`config.mk`:
```
export PLATFORM = sky130hd
export DESIGN_NAME = store_req_unit
export DESIGN_NICKNAME = d
export VERILOG_FILES = /design/src/rtl/store_req_unit_pkg.sv /design/src/rtl/store_req_unit_lane_align.sv /design/src/rtl/store_req_unit.sv
export SDC_FILE = /design/constraint.sdc
export NUM_CORES = 1
export LEC_CHECK = 0
export ABC_CLOCK_PERIOD_IN_PS = 1800
export BUFFER_PORTS_ARGS = -buffer_cell sky130_fd_sc_hd__clkbuf_2
export CAP_MARGIN = 20
export CORE_MARGIN = 2
export CORE_UTILIZATION = 41
export CTS_CLUSTER_SIZE = 28
export DETAILED_ROUTE_END_ITERATION = 8
export GPL_TIMING_DRIVEN = 1
export PLACE_DENSITY = 0.84
export SYNTH_ARGS = -nofsm -noshare
export SYNTH_HDL_FRONTEND = slang
export SYNTH_SLANG_ARGS = --single-unit
```
`constraint.sdc`:
```
create_clock -name clk -period 1.8 [get_ports clk]
set_input_delay 0.45 -clock clk [delete_from_list [all_inputs] [get_ports clk]]
set_output_delay 0.45 -clock clk [all_outputs]
set_load 0.005 [all_outputs]
```
`src/rtl/store_req_unit_pkg.sv`:
```
// Shared store opcode/funct3 constants and the store-decode helper
// used by the store request path.
package store_req_unit_pkg;

  localparam logic [4:0] OPC_STORE_5 = 5'b01000;
  localparam logic [2:0] FNC_SB      = 3'b000;
  localparam logic [2:0] FNC_SH      = 3'b001;
  localparam logic [2:0] FNC_SW      = 3'b010;

  function automatic logic is_store(
    input logic [4:0] opc,
    input logic [2:0] f3
  );
    return (opc == OPC_STORE_5) &&
           (f3 == FNC_SB || f3 == FNC_SH || f3 == FNC_SW);
  endfunction

endpackage

```
`src/rtl/store_req_unit_lane_align.sv`:
```
// store_lane_align: builds the 8-lane byte mask and 64-bit lane-shifted
// data for a store at byte offset off_i; purely combinational.
module store_lane_align
  import store_req_unit_pkg::*;
(
  input  logic [2:0]  funct3_i,
  input  logic [1:0]  off_i,
  input  logic [31:0] rs2_i,
  output logic [7:0]  m8_o,
  output logic [63:0] d64_o
);

  logic [7:0]  base;
  logic [31:0] data;

  always_comb begin
    base = 8'h00;
    data = rs2_i;
    unique case (1'b1)
      (funct3_i == FNC_SB): begin
        base = 8'h01;
        data = {4{rs2_i[7:0]}};
      end
      (funct3_i == FNC_SH): begin
        base = 8'h03;
        data = {2{rs2_i[15:0]}};
      end
      (funct3_i == FNC_SW): begin
        base = 8'h0f;
        data = rs2_i;
      end
      default: ;
    endcase
  end

  assign m8_o  = base << off_i;
  assign d64_o = {32'b0, data} << {off_i, 3'b000};

endmodule

```
`src/rtl/store_req_unit.sv`:
```
// store_req_unit: execute-stage stores -> word-aligned valid/ready beats.
// STORE_SPLIT_EN defined: word-crossing stores issue a second beat.
module store_req_unit
  import store_req_unit_pkg::*;
#(
  parameter int ADDR_W = 32,
  parameter int DATA_W = 32
) (
  input  logic              clk,
  input  logic              rst,
  input  logic              in_valid,
  input  logic [31:0]       instruction,
  input  logic [ADDR_W-1:0] addr,
  input  logic [DATA_W-1:0] rs2_data,
  output logic              in_ready,
  output logic              stall,
  output logic              mem_valid,
  input  logic              mem_ready,
  output logic [ADDR_W-1:0] mem_addr,
  output logic [DATA_W-1:0] mem_wdata,
  output logic [3:0]        mem_we,
  output logic              misalign_err
);

`ifdef STORE_SPLIT_EN
  typedef enum logic [1:0] {
    IDLE  = 2'd0,
    SEND0 = 2'd1,
    SEND1 = 2'd2
  } state_e;
`else
  typedef enum logic [1:0] {
    IDLE  = 2'd0,
    SEND0 = 2'd1
  } state_e;
`endif

  state_e            state_q, state_d;
  logic [ADDR_W-1:0] addr_q, addr_d;
  logic [DATA_W-1:0] wdata_q, wdata_d;
  logic [3:0]        we_q, we_d;
  logic [7:0]        m8;
  logic [63:0]       d64;
  logic [ADDR_W-1:0] base_addr;
  logic              is_st, hs, last, accept;

  logic unused_instr_bits;
  assign unused_instr_bits =
    ^{instruction[31:15], instruction[11:7], instruction[1:0]};

  store_lane_align u_align (
    .funct3_i (instruction[14:12]),
    .off_i    (addr[1:0]),
    .rs2_i    (rs2_data),
    .m8_o     (m8),
    .d64_o    (d64)
  );

  assign base_addr = {addr[ADDR_W-1:2], 2'b00};
  assign is_st     = is_store(instruction[6:2], instruction[14:12]);
  assign hs        = (state_q != IDLE) & mem_ready;

`ifdef STORE_SPLIT_EN
  logic [ADDR_W-1:0] addr1_q, addr1_d;
  logic [DATA_W-1:0] wdata1_q, wdata1_d;
  logic [3:0]        we1_q, we1_d;
  logic              pend_q, pend_d;

  // pend_q is only ever set while in SEND0
  assign last         = hs & ((state_q == SEND1) | ~pend_q);
  assign misalign_err = 1'b0;
`else
  logic err_q, err_d;
  logic [31:0] unused_hi;

  assign unused_hi    = d64[63:32];
  assign last         = hs;
  assign misalign_err = err_q;
`endif

  assign in_ready  = (state_q == IDLE) | last;
  assign accept    = in_valid & is_st & in_ready;
  assign stall     = in_valid & is_st & ~in_ready;
  assign mem_valid = (state_q != IDLE);
  assign mem_addr  = addr_q;
  assign mem_wdata = wdata_q;
  assign mem_we    = we_q;

  always_comb begin
    state_d = state_q;
    addr_d  = addr_q;
    wdata_d = wdata_q;
    we_d    = we_q;
`ifdef STORE_SPLIT_EN
    addr1_d  = addr1_q;
    wdata1_d = wdata1_q;
    we1_d    = we1_q;
    pend_d   = pend_q;
`else
    err_d    = 1'b0;
`endif
    if (hs) begin
      state_d = IDLE;
      we_d    = 4'b0000;
    end
`ifdef STORE_SPLIT_EN
    if (hs && pend_q) begin
      state_d = SEND1;
      addr_d  = addr1_q;
      wdata_d = wdata1_q;
      we_d    = we1_q;
      pend_d  = 1'b0;
    end
`endif
    if (accept) begin
      state_d = SEND0;
      addr_d  = base_addr;
      wdata_d = d64[31:0];
      we_d    = m8[3:0];
`ifdef STORE_SPLIT_EN
      addr1_d  = base_addr + ADDR_W'(4);
      wdata1_d = d64[63:32];
      we1_d    = m8[7:4];
      pend_d   = |m8[7:4];
`else
      err_d    = |m8[7:4];
`endif
    end
  end

  always_ff @(posedge clk) begin
    if (rst) begin
      state_q  <= IDLE;
      addr_q   <= '0;
      wdata_q  <= '0;
      we_q     <= '0;
`ifdef STORE_SPLIT_EN
      addr1_q  <= '0;
      wdata1_q <= '0;
      we1_q    <= '0;
      pend_q   <= 1'b0;
`else
      err_q    <= 1'b0;
`endif
    end else begin
      state_q  <= state_d;
      addr_q   <= addr_d;
      wdata_q  <= wdata_d;
      we_q     <= we_d;
`ifdef STORE_SPLIT_EN
      addr1_q  <= addr1_d;
      wdata1_q <= wdata1_d;
      we1_q    <= we1_d;
      pend_q   <= pend_d;
`else
      err_q    <= err_d;
`endif
    end
  end

endmodule

```
==> flow_metrics.tcl, run 1 <==
set metrics [dict create \
    status "complete, but fails checks" \
    violations "setup timing" \
    end_kind "output port" \
    synth.area.mux_share_pct 7.86 \
    dp_hpwl_um 7730 \
    ys_seq_area_share_pct 40.1 \
    ir_worst_vdd_mv 0.361 \
    drive_gt1_share_pct 38.3 \
    yosysTopAreaCell "dfxtp_1" \
    path_max_fanout 3 \
    cts_tree "yes" \
    fin_skew_ns 0.0103 \
    rsz0062_at_grt "true" \
    dpl_cell_area_um2 4420 \
    synth_warnings 0 \
    clk_path_buf_depth 2 \
    period_share_pct 106 \
    syn_area_per_cell_um2 8.06 \
    grt_pass1_vias 3376 \
    synth-simple-area-share_pct 19.0 \
    worstSetupStartpointType "input port" \
    first_pass_iters 4 \
    path_class "input port to output port" \
    p_leak_nw 1.97 \
    postCtsSetupBuffers 0 \
    nNetsFinal 678 \
    reg2reg_from "state_q[0]" \
    synthXorXnorAreaFrac_pct 0 \
    total_power_mw 3.09 \
    clk_latency_ns 0.35 \
    die_w_um 95.0 \
    dieHeight_um 95.0 \
    final_area_um2 4600 \
    ioPinCount 172 \
    area_delta_synth_final_pct 35.6 \
    stdcell_count 688 \
    rows 33 \
    track_usage_pct 23.2 \
    place.gp.congestion 0.893 \
    drtIter0Drc 242 \
    synth_top_family_by_area "compound AO/OA/AOI/OAI gates" \
    ys_types 47 \
    portBuffers 145 \
    core_um2 8130 \
    fmax_mhz 524 \
    p_per_area_nw_per_um2 671 \
    fin_setup_tns_ns -0.107 \
    synthFlopType "dfxtp_1" \
    slew_violations 0 \
    grt.overflow.total 0 \
    hold_class "input port to flop" \
    setup_viol 1 \
    synth_fa_ha_area_share_pct 0 \
    required_ns 1.35 \
    htree_num_levels 3 \
    cts_sinks 68 \
    layout_min_cycle_time_ns 1.91 \
    vias_per_cell 5.30 \
    dp_cells 672 \
    hp-start "addr[26]" \
    drv_cap 0 \
    grt_start_max_net_pins 57 \
    hold_violations 0 \
    ys_top_cells_by_area "dfxtp_1 40%, a21oi_1 9.4%, nand2_1 9.2%, mux4_2 4.6%, nor2_1 3.3%" \
    ys_ff_latch 68 \
    grt_pass1_wl_um 16300 \
    finalWorstSetupSlack_ns -0.107 \
    root_buffer "clkbuf_8" \
    num_vias 3646 \
    dieArea_um2 9020 \
    async_flop_share_pct 0 \
    cts_hold_buf 0 \
    start_util_pct 41.7 \
    synthCells 421 \
    setup.worst_path.start "instruction[4]" \
    synth_edf_count 0 \
    antenna_found_initial 0 \
    ant_nets 0 \
    crit_arrival_ns 1.46 \
    synth-compound-area-share_pct 26.2 \
    num_antenna_cells 0 \
    cts.clk_slew.worst_paths_ns 0.08 \
    cts_made_buffers 9 \
    synthesis.area_um2 3390 \
    drc 0 \
    utilization_pct 56.5 \
    route.detailed.wl_per_inst_um 14.7 \
    synth_top_area_share_pct 40.1 \
    drt-total-wl_um 10100 \
]
cells in the final DEF (no fill, tap or decap), types with 2 or more instances in the layout:
cell type / synthesis / routed
conb_1: 1 / 2
clkbuf_8: 0 / 10
mux2_2: 7 / 7
clkbuf_2: 0 / 144
o21a_1: 7 / 7
inv_1: 6 / 6
mux2i_1: 3 / 3
o2bb2ai_1: 3 / 3
nor2_2: 1 / 2
buf_4: 3 / 32
o211a_1: 2 / 2
nor3_1: 3 / 3
a21oi_1: 64 / 64
nor2_1: 30 / 29
clkinv_4: 0 / 2
o21ai_0: 21 / 21
nand3_1: 11 / 11
buf_12: 0 / 6
nand2_1: 83 / 83
dfxtp_1: 68 / 68
o211ai_1: 7 / 7
nand2b_1: 8 / 8
a22o_1: 2 / 2
o22ai_1: 12 / 12
a211oi_1: 9 / 9
clkinv_2: 0 / 3
o221ai_1: 7 / 7
clkinv_1: 2 / 2
mux4_2: 7 / 7
stage by stage:
| step | hold WS (ns) | setup WS [ns] |
|---|---|---|
| 2_1_floorplan | 0.448 | 0.0147 |
| 3_3_place_gp | 0.440 | -0.138 |
| 3_5_place_dp | 0.447 | -0.168 |
| 4_1_cts | 0.298 | -0.123 |
| 5_1_grt | 0.299 | -0.153 |
| 6_report | 0.319 | -0.107 |
path summary, 6_finish.rpt:
| kind | endpoint | slack (ns) | cells after the start |
|---|---|---|---|
| setup / recovery | stall | -0.11 | 5 |
| hold / removal | mem_addr[26] | 0.32 | 3 |
| setup reg to reg | mem_addr[3] | 0.31 | 5 |
| hold reg to reg | mem_addr[29] | 0.45 | 2 |
worst max-delay path, stage by stage:
cell	delay, ns
clkbuf_2	0.07
nand4bb_1	0.21
or4_4	0.52
nor2_2	0.09
clkbuf_2	0.11
cells in the mapped netlist (2+ instances only):
library cell	n
a211oi_1	9
a21oi_1	64
a22o_1	2
buf_2	12
buf_4	3
buf_6	4
clkbuf_1	18
clkinv_1	2
dfxtp_1	68
inv_1	6
mux2_2	7
mux2i_1	3
mux4_2	7
nand2_1	83
nand2b_1	8
nand3_1	11
nor2_1	30
nor3_1	3
o211a_1	2
o211ai_1	7
o21a_1	7
o21ai_0	21
o221ai_1	7
o22ai_1	12
o2bb2ai_1	3
layer usage:
metal	share of wire [%]	up-vias	global-route usage [%]
met2	52	139	39.9
met5	0	-	0
met1	40	1694	28.5
li1	-	1799	-
met4	1.8	0	8.70
met3	6.2	14	4.87
logic make-up after synthesis:
group	after synthesis
flip-flops	68
buffers and inverters	46
multiplexers	17
AO/OA/AOI/OAI	142
other	1
AND/OR/NAND/NOR	147
repair_timing:
item | CTS | global route
gates resized for setup | 1 | 1
setup endpoints to repair | 1 | 1
pin swaps | 1 | 0
gates cloned | 0 | 0
power breakdown:
group          leakage (nW)  switching (mW)  total, mW  internal [mW]
combinational          1.33           0.229      0.444          0.215
clock                0.0920           0.597       1.13          0.534
sequential            0.548         0.00255       1.51           1.51
registers in the layout (all words and copies together), names as in the netlist:
signal and cells:
mem_addr 30, misalign_err 1, mem_wdata 32, mem_we 4
state_q 1
cell type report:
| type | count | area [um2] |
|---|---|---|
| Fill cell | 740 | 3540 |
| Multi-Input combinational cell | 308 | 1810 |
| Sequential cell | 68 | 1360 |
| Timing Repair Buffer | 183 | 1090 |
| Clock buffer | 10 | 138 |
| Tap cell | 105 | 131 |
| Clock inverter | 6 | 40.0 |
| Inverter | 8 | 30.0 |
(Power assumes the default switching activity.)
==> run 2: changes to the inputs <==
- CELL_PAD_IN_SITES_DETAIL_PLACEMENT: unset -> 0
- CELL_PAD_IN_SITES_GLOBAL_PLACEMENT: unset -> 1
- CORE_UTILIZATION: 41 -> 29
- PLACE_DENSITY: 0.84 -> unset
- PLACE_DENSITY_LB_ADDON: unset -> 0.2
- TNS_END_PERCENT: unset -> 20
==> flow_metrics.tcl, run 2 (synthesis gave the netlist of run 1 again) <==
set metrics [dict create \
    layout_common_cells "143 x clkbuf_2, 83 x nand2_1, 68 x dfxtp_1" \
    area_delta_synth_final_pct 42.1 \
    place.gp.congestion 0.825 \
    drive_gt1_share_pct 38.7 \
    fin_setup_tns_ns -0.0943 \
    ir_worst_vdd_mv 0.475 \
    nNetsFinal 688 \
    ant_nets 0 \
    period_share_pct 105 \
    p_per_area_nw_per_um2 746 \
    cts_hold_buf 0 \
    hold_class "input port to flop" \
    p_leak_nw 2.05 \
    drv_cap 0 \
    ioPinCount 172 \
    required_ns 1.35 \
    htree_num_levels 3 \
    dp_slack_ns -0.216 \
    cts_tree "yes" \
    cts_sinks 68 \
    dp_cells 720 \
    critical_path.max_stage_delay_ns 0.52 \
    slew_violations 0 \
    ff2ff_path_depth 5 \
    dieHeight_um 112 \
    fill_cells 1216 \
    finalWorstSetupSlack_ns -0.0943 \
    path_depth 5 \
    grt_pass1_vias 3332 \
    crit_arrival_ns 1.44 \
    violations "setup timing" \
    layout_min_cycle_time_ns 1.89 \
    grt.overflow.total 0 \
    fin_skew_ns 0.00274 \
    critPathSlowestCell "or4_4" \
    vias_per_cell 4.90 \
    num_antenna_cells 0 \
    start_util_pct 29.7 \
    worstHoldPathCells 3 \
    route.detailed.wl_per_inst_um 15.4 \
    drtIter0Drc 204 \
    root_buffer "clkbuf_16" \
    die_w_um 112 \
    grt_start_max_net_pins 29 \
    worstSetupStartpointType "input port" \
    largest_register_ffs 32 \
    clk_path_buf_depth 2 \
    end_kind "output port" \
    fmax_mhz 528 \
    first_pass_iters 4 \
    grt_pass1_wl_um 17500 \
    multi_input_area_um2 1810 \
    cts_made_buffers 9 \
    drc 0 \
    worstPathCellList "clkbuf_2 > nand4bb_1 > or4_4 > nor2_2 > buf_2" \
    antenna_found_initial 0 \
    track_usage_pct 17.9 \
    setup_viol 1 \
    hold_violations 0 \
    postCtsSetupBuffers 0 \
    clk_latency_ns 0.33 \
    path_delay_family "simple AND/OR/NAND/NOR gates" \
    status "complete, but fails checks" \
    drt-total-wl_um 11300 \
    layout_commonest_cell "clkbuf_2" \
    rows 39 \
    num_vias 3604 \
    path_class "input port to output port" \
    rsz0062_at_grt "true" \
    core_um2 11400 \
    portBuffers 145 \
    dieArea_um2 12600 \
    path_max_fanout 3 \
    cts.clk_slew.worst_paths_ns 0.05 \
    crit_buf_inv 2 \
    stdcell_count 735 \
    ff_latch_area_um2 1360 \
    dp_hpwl_um 8690 \
]
## run 2: cell count changes in the layout (fill, tap and decap cells not counted), sizes merged
cell    previous run  this run
buf               38        49
clkbuf           155       158
clkinv             7         2
## run 2: layout make-up
type	instances	share of cell area [%]
clock buffers	14	5.48
inverters	8	0.623
repair buffers	193	24.3
multi-input cells	308	37.5
clock inverters	1	0.156
well taps	143	3.71
flip-flops and latches	68	28.2
## run 2: worst min-delay path, stage by stage
cell      delay, ns
clkbuf_2       0.08
nand2_1        0.04
a21oi_1        0.05
## run 2: through the flow
step	hold WS, ns	utilization [%]	instance area (um2)	total power, mW
after floorplan	0.448	-	3400	1.78
after CTS	0.321	42.2	4820	3.66
final	0.333	42.2	4820	3.60
after global placement	0.439	39.7	4540	2.00
after global routing	0.327	42.2	4820	3.77
after detailed placement	0.445	39.7	4540	2.01
## run 2: worst paths after layout
check	from	to	slack, ns
setup / recovery	instruction[6]	stall	-0.09
hold / removal	addr[14]	mem_addr[14]	0.33
setup reg to reg	state_q[0]	mem_addr[24]	0.24
hold reg to reg	mem_wdata[13]	mem_wdata[13]	0.45
## run 2: routing by layer
layer | global-route usage [%] | vias up | wire length (um)
met5 | 0 | - | 0
met4 | 6.18 | 0 | 153
met2 | 29.5 | 96 | 5440
met1 | 22.7 | 1661 | 4950
met3 | 4.75 | 11 | 765
li1 | - | 1836 | -
## run 2: power breakdown
part           switching, mW  internal (mW)  leakage, nW  total (mW)
Clock                  0.616           1.00        0.129        1.62
Combinational          0.240          0.226         1.38       0.466
Sequential           0.00258           1.51        0.548        1.51
## run 2: repair_timing
item                                    in CTS  in global routing
gates resized for setup                      2                  2
pin swaps                                    1                  0
endpoints found under the hold margin        0                  0
endpoints found under the setup margin       1                  1
==> run 3: changes to the inputs <==
- SKIP_CTS_REPAIR_TIMING: unset -> 1
==> flow_metrics.tcl, run 3 (synthesis gave the netlist of run 1 again) <==
set metrics [dict create \
    drtIter0Drc 204 \
    drive_gt1_share_pct 38.7 \
    layout_min_cycle_time_ns 1.89 \
    path_class "input port to output port" \
    track_usage_pct 17.9 \
    reg2reg_to "mem_addr[24]" \
    dpl_cell_area_um2 4540 \
    ff2ff_path_depth 5 \
    stdcell_count 735 \
    nNetsFinal 688 \
    hold_path_end "mem_addr[14]" \
    core_um2 11400 \
    ir_worst_vdd_mv 0.475 \
    hold_violations 0 \
    p_per_area_nw_per_um2 747 \
    hp-start "addr[14]" \
    status "complete, but fails checks" \
    period_share_pct 105 \
    layout_commonest_cell "clkbuf_2" \
    finalWorstSetupSlack_ns -0.0943 \
    first_pass_iters 4 \
    dieArea_um2 12600 \
    violations "setup timing" \
    final_area_um2 4810 \
    largest_register_ffs 32 \
    critical_path.max_stage_delay_ns 0.52 \
    fin_skew_ns 0.00274 \
    start_util_pct 29.7 \
    vias_per_cell 4.90 \
    rsz0062_at_grt "true" \
    grt_start_max_net_pins 29 \
    worstSetupStartpointType "input port" \
    num_vias 3605 \
    antenna_found_initial 0 \
    end_kind "output port" \
    htree_num_levels 3 \
    required_ns 1.35 \
    place.gp.congestion 0.825 \
    worstHoldPathCells 3 \
    drc 0 \
    dieHeight_um 112 \
    total_power_mw 3.59 \
    setup_viol 1 \
    grt_pass1_wl_um 17500 \
    crit_buf_inv 2 \
    cts.clk_slew.worst_paths_ns 0.05 \
    reg2reg_from "state_q[0]" \
    layout_common_cells "143 x clkbuf_2, 83 x nand2_1, 68 x dfxtp_1" \
    ant_nets 0 \
    critPathSlowestCell "or4_4" \
    grt_pass1_vias 3330 \
    fmax_mhz 528 \
    path_delay_family "simple AND/OR/NAND/NOR gates" \
    num_antenna_cells 0 \
    die_w_um 112 \
    drt-total-wl_um 11300 \
    slew_violations 0 \
    cts_made_buffers 9 \
    clk_latency_ns 0.33 \
    area_delta_synth_final_pct 41.9 \
    reg2reg_slack_ns 0.24 \
    drv_cap 0 \
    grt.overflow.total 0 \
    worstPathCellList "clkbuf_2 > nand4bb_1 > or4_4 > nor2_2 > buf_2" \
    path_max_fanout 3 \
    cts_sinks 68 \
    route.detailed.wl_per_inst_um 15.4 \
    rows 39 \
    portBuffers 145 \
    hold_class "input port to flop" \
    cts_tree "yes" \
    dp_cells 720 \
    whs_ns 0.333 \
    fill_cells 1215 \
    crit_arrival_ns 1.44 \
    clk_path_buf_depth 2 \
    p_leak_nw 2.05 \
    root_buffer "clkbuf_16" \
    dp_hpwl_um 8690 \
    ioPinCount 172 \
]
[run 3: cell count changes in the layout (fill, tap and decap cells not counted), sizes merged]
| cell | before | now |
|---|---|---|
| buf | 49 | 50 |
| clkbuf | 158 | 157 |
[run 3: how the worst max path moves through the flow]
stage / to / cells after the start / start / slack [ns]
after CTS: stall / 5 / instruction[12] / -0.18
after global placement: mem_wdata[30] / 6 / instruction[12] / -0.21
final: stall / 5 / instruction[6] / -0.09
after floorplan: mem_wdata[26] / 5 / instruction[13] / 0.01
after global routing: stall / 5 / instruction[6] / -0.15
after detailed placement: mem_wdata[30] / 6 / instruction[12] / -0.22
[run 3: worst min-delay path: cells and delay by family]
family	cells	cell delay, ns
compound gates	1	0.05
simple gates	1	0.04
buf+inv	1	0.08
[run 3: per-layer routing]
layer / global-route usage (%) / vias up / share of wire (%)
met5: 0 / - / 0
met4: 6.18 / 0 / 1.4
met3: 4.75 / 11 / 6.6
met2: 29.4 / 94 / 48
met1: 22.7 / 1664 / 44
li1: - / 1836 / -
[run 3: where the power goes]
group	internal, mW	switching, mW
clock network	1.00	0.616
logic	0.225	0.240
registers	1.51	0.00258
total	2.74	0.858
[run 3: final cells by class]
| class | instances | area (um2) | area share [%] |
|---|---|---|---|
| Multi-Input combinational cell | 308 | 1810 | 37.6 |
| Sequential cell | 68 | 1360 | 28.3 |
| Timing Repair Buffer | 193 | 1160 | 24.2 |
| Clock buffer | 14 | 264 | 5.48 |
| Tap cell | 143 | 179 | 3.72 |
| Inverter | 8 | 30.0 | 0.624 |
| Clock inverter | 1 | 7.51 | 0.156 |
[run 3: stage by stage]
stage | setup WS [ns] | setup TNS, ns | utilization, %
after detailed placement | -0.216 | -8.08 | 39.7
after global placement | -0.206 | -7.01 | 39.7
final | -0.0943 | -0.0943 | 42.2
after global routing | -0.151 | -0.151 | 42.2
after floorplan | 0.0147 | 0 | -
after CTS | -0.181 | -0.181 | 42.1
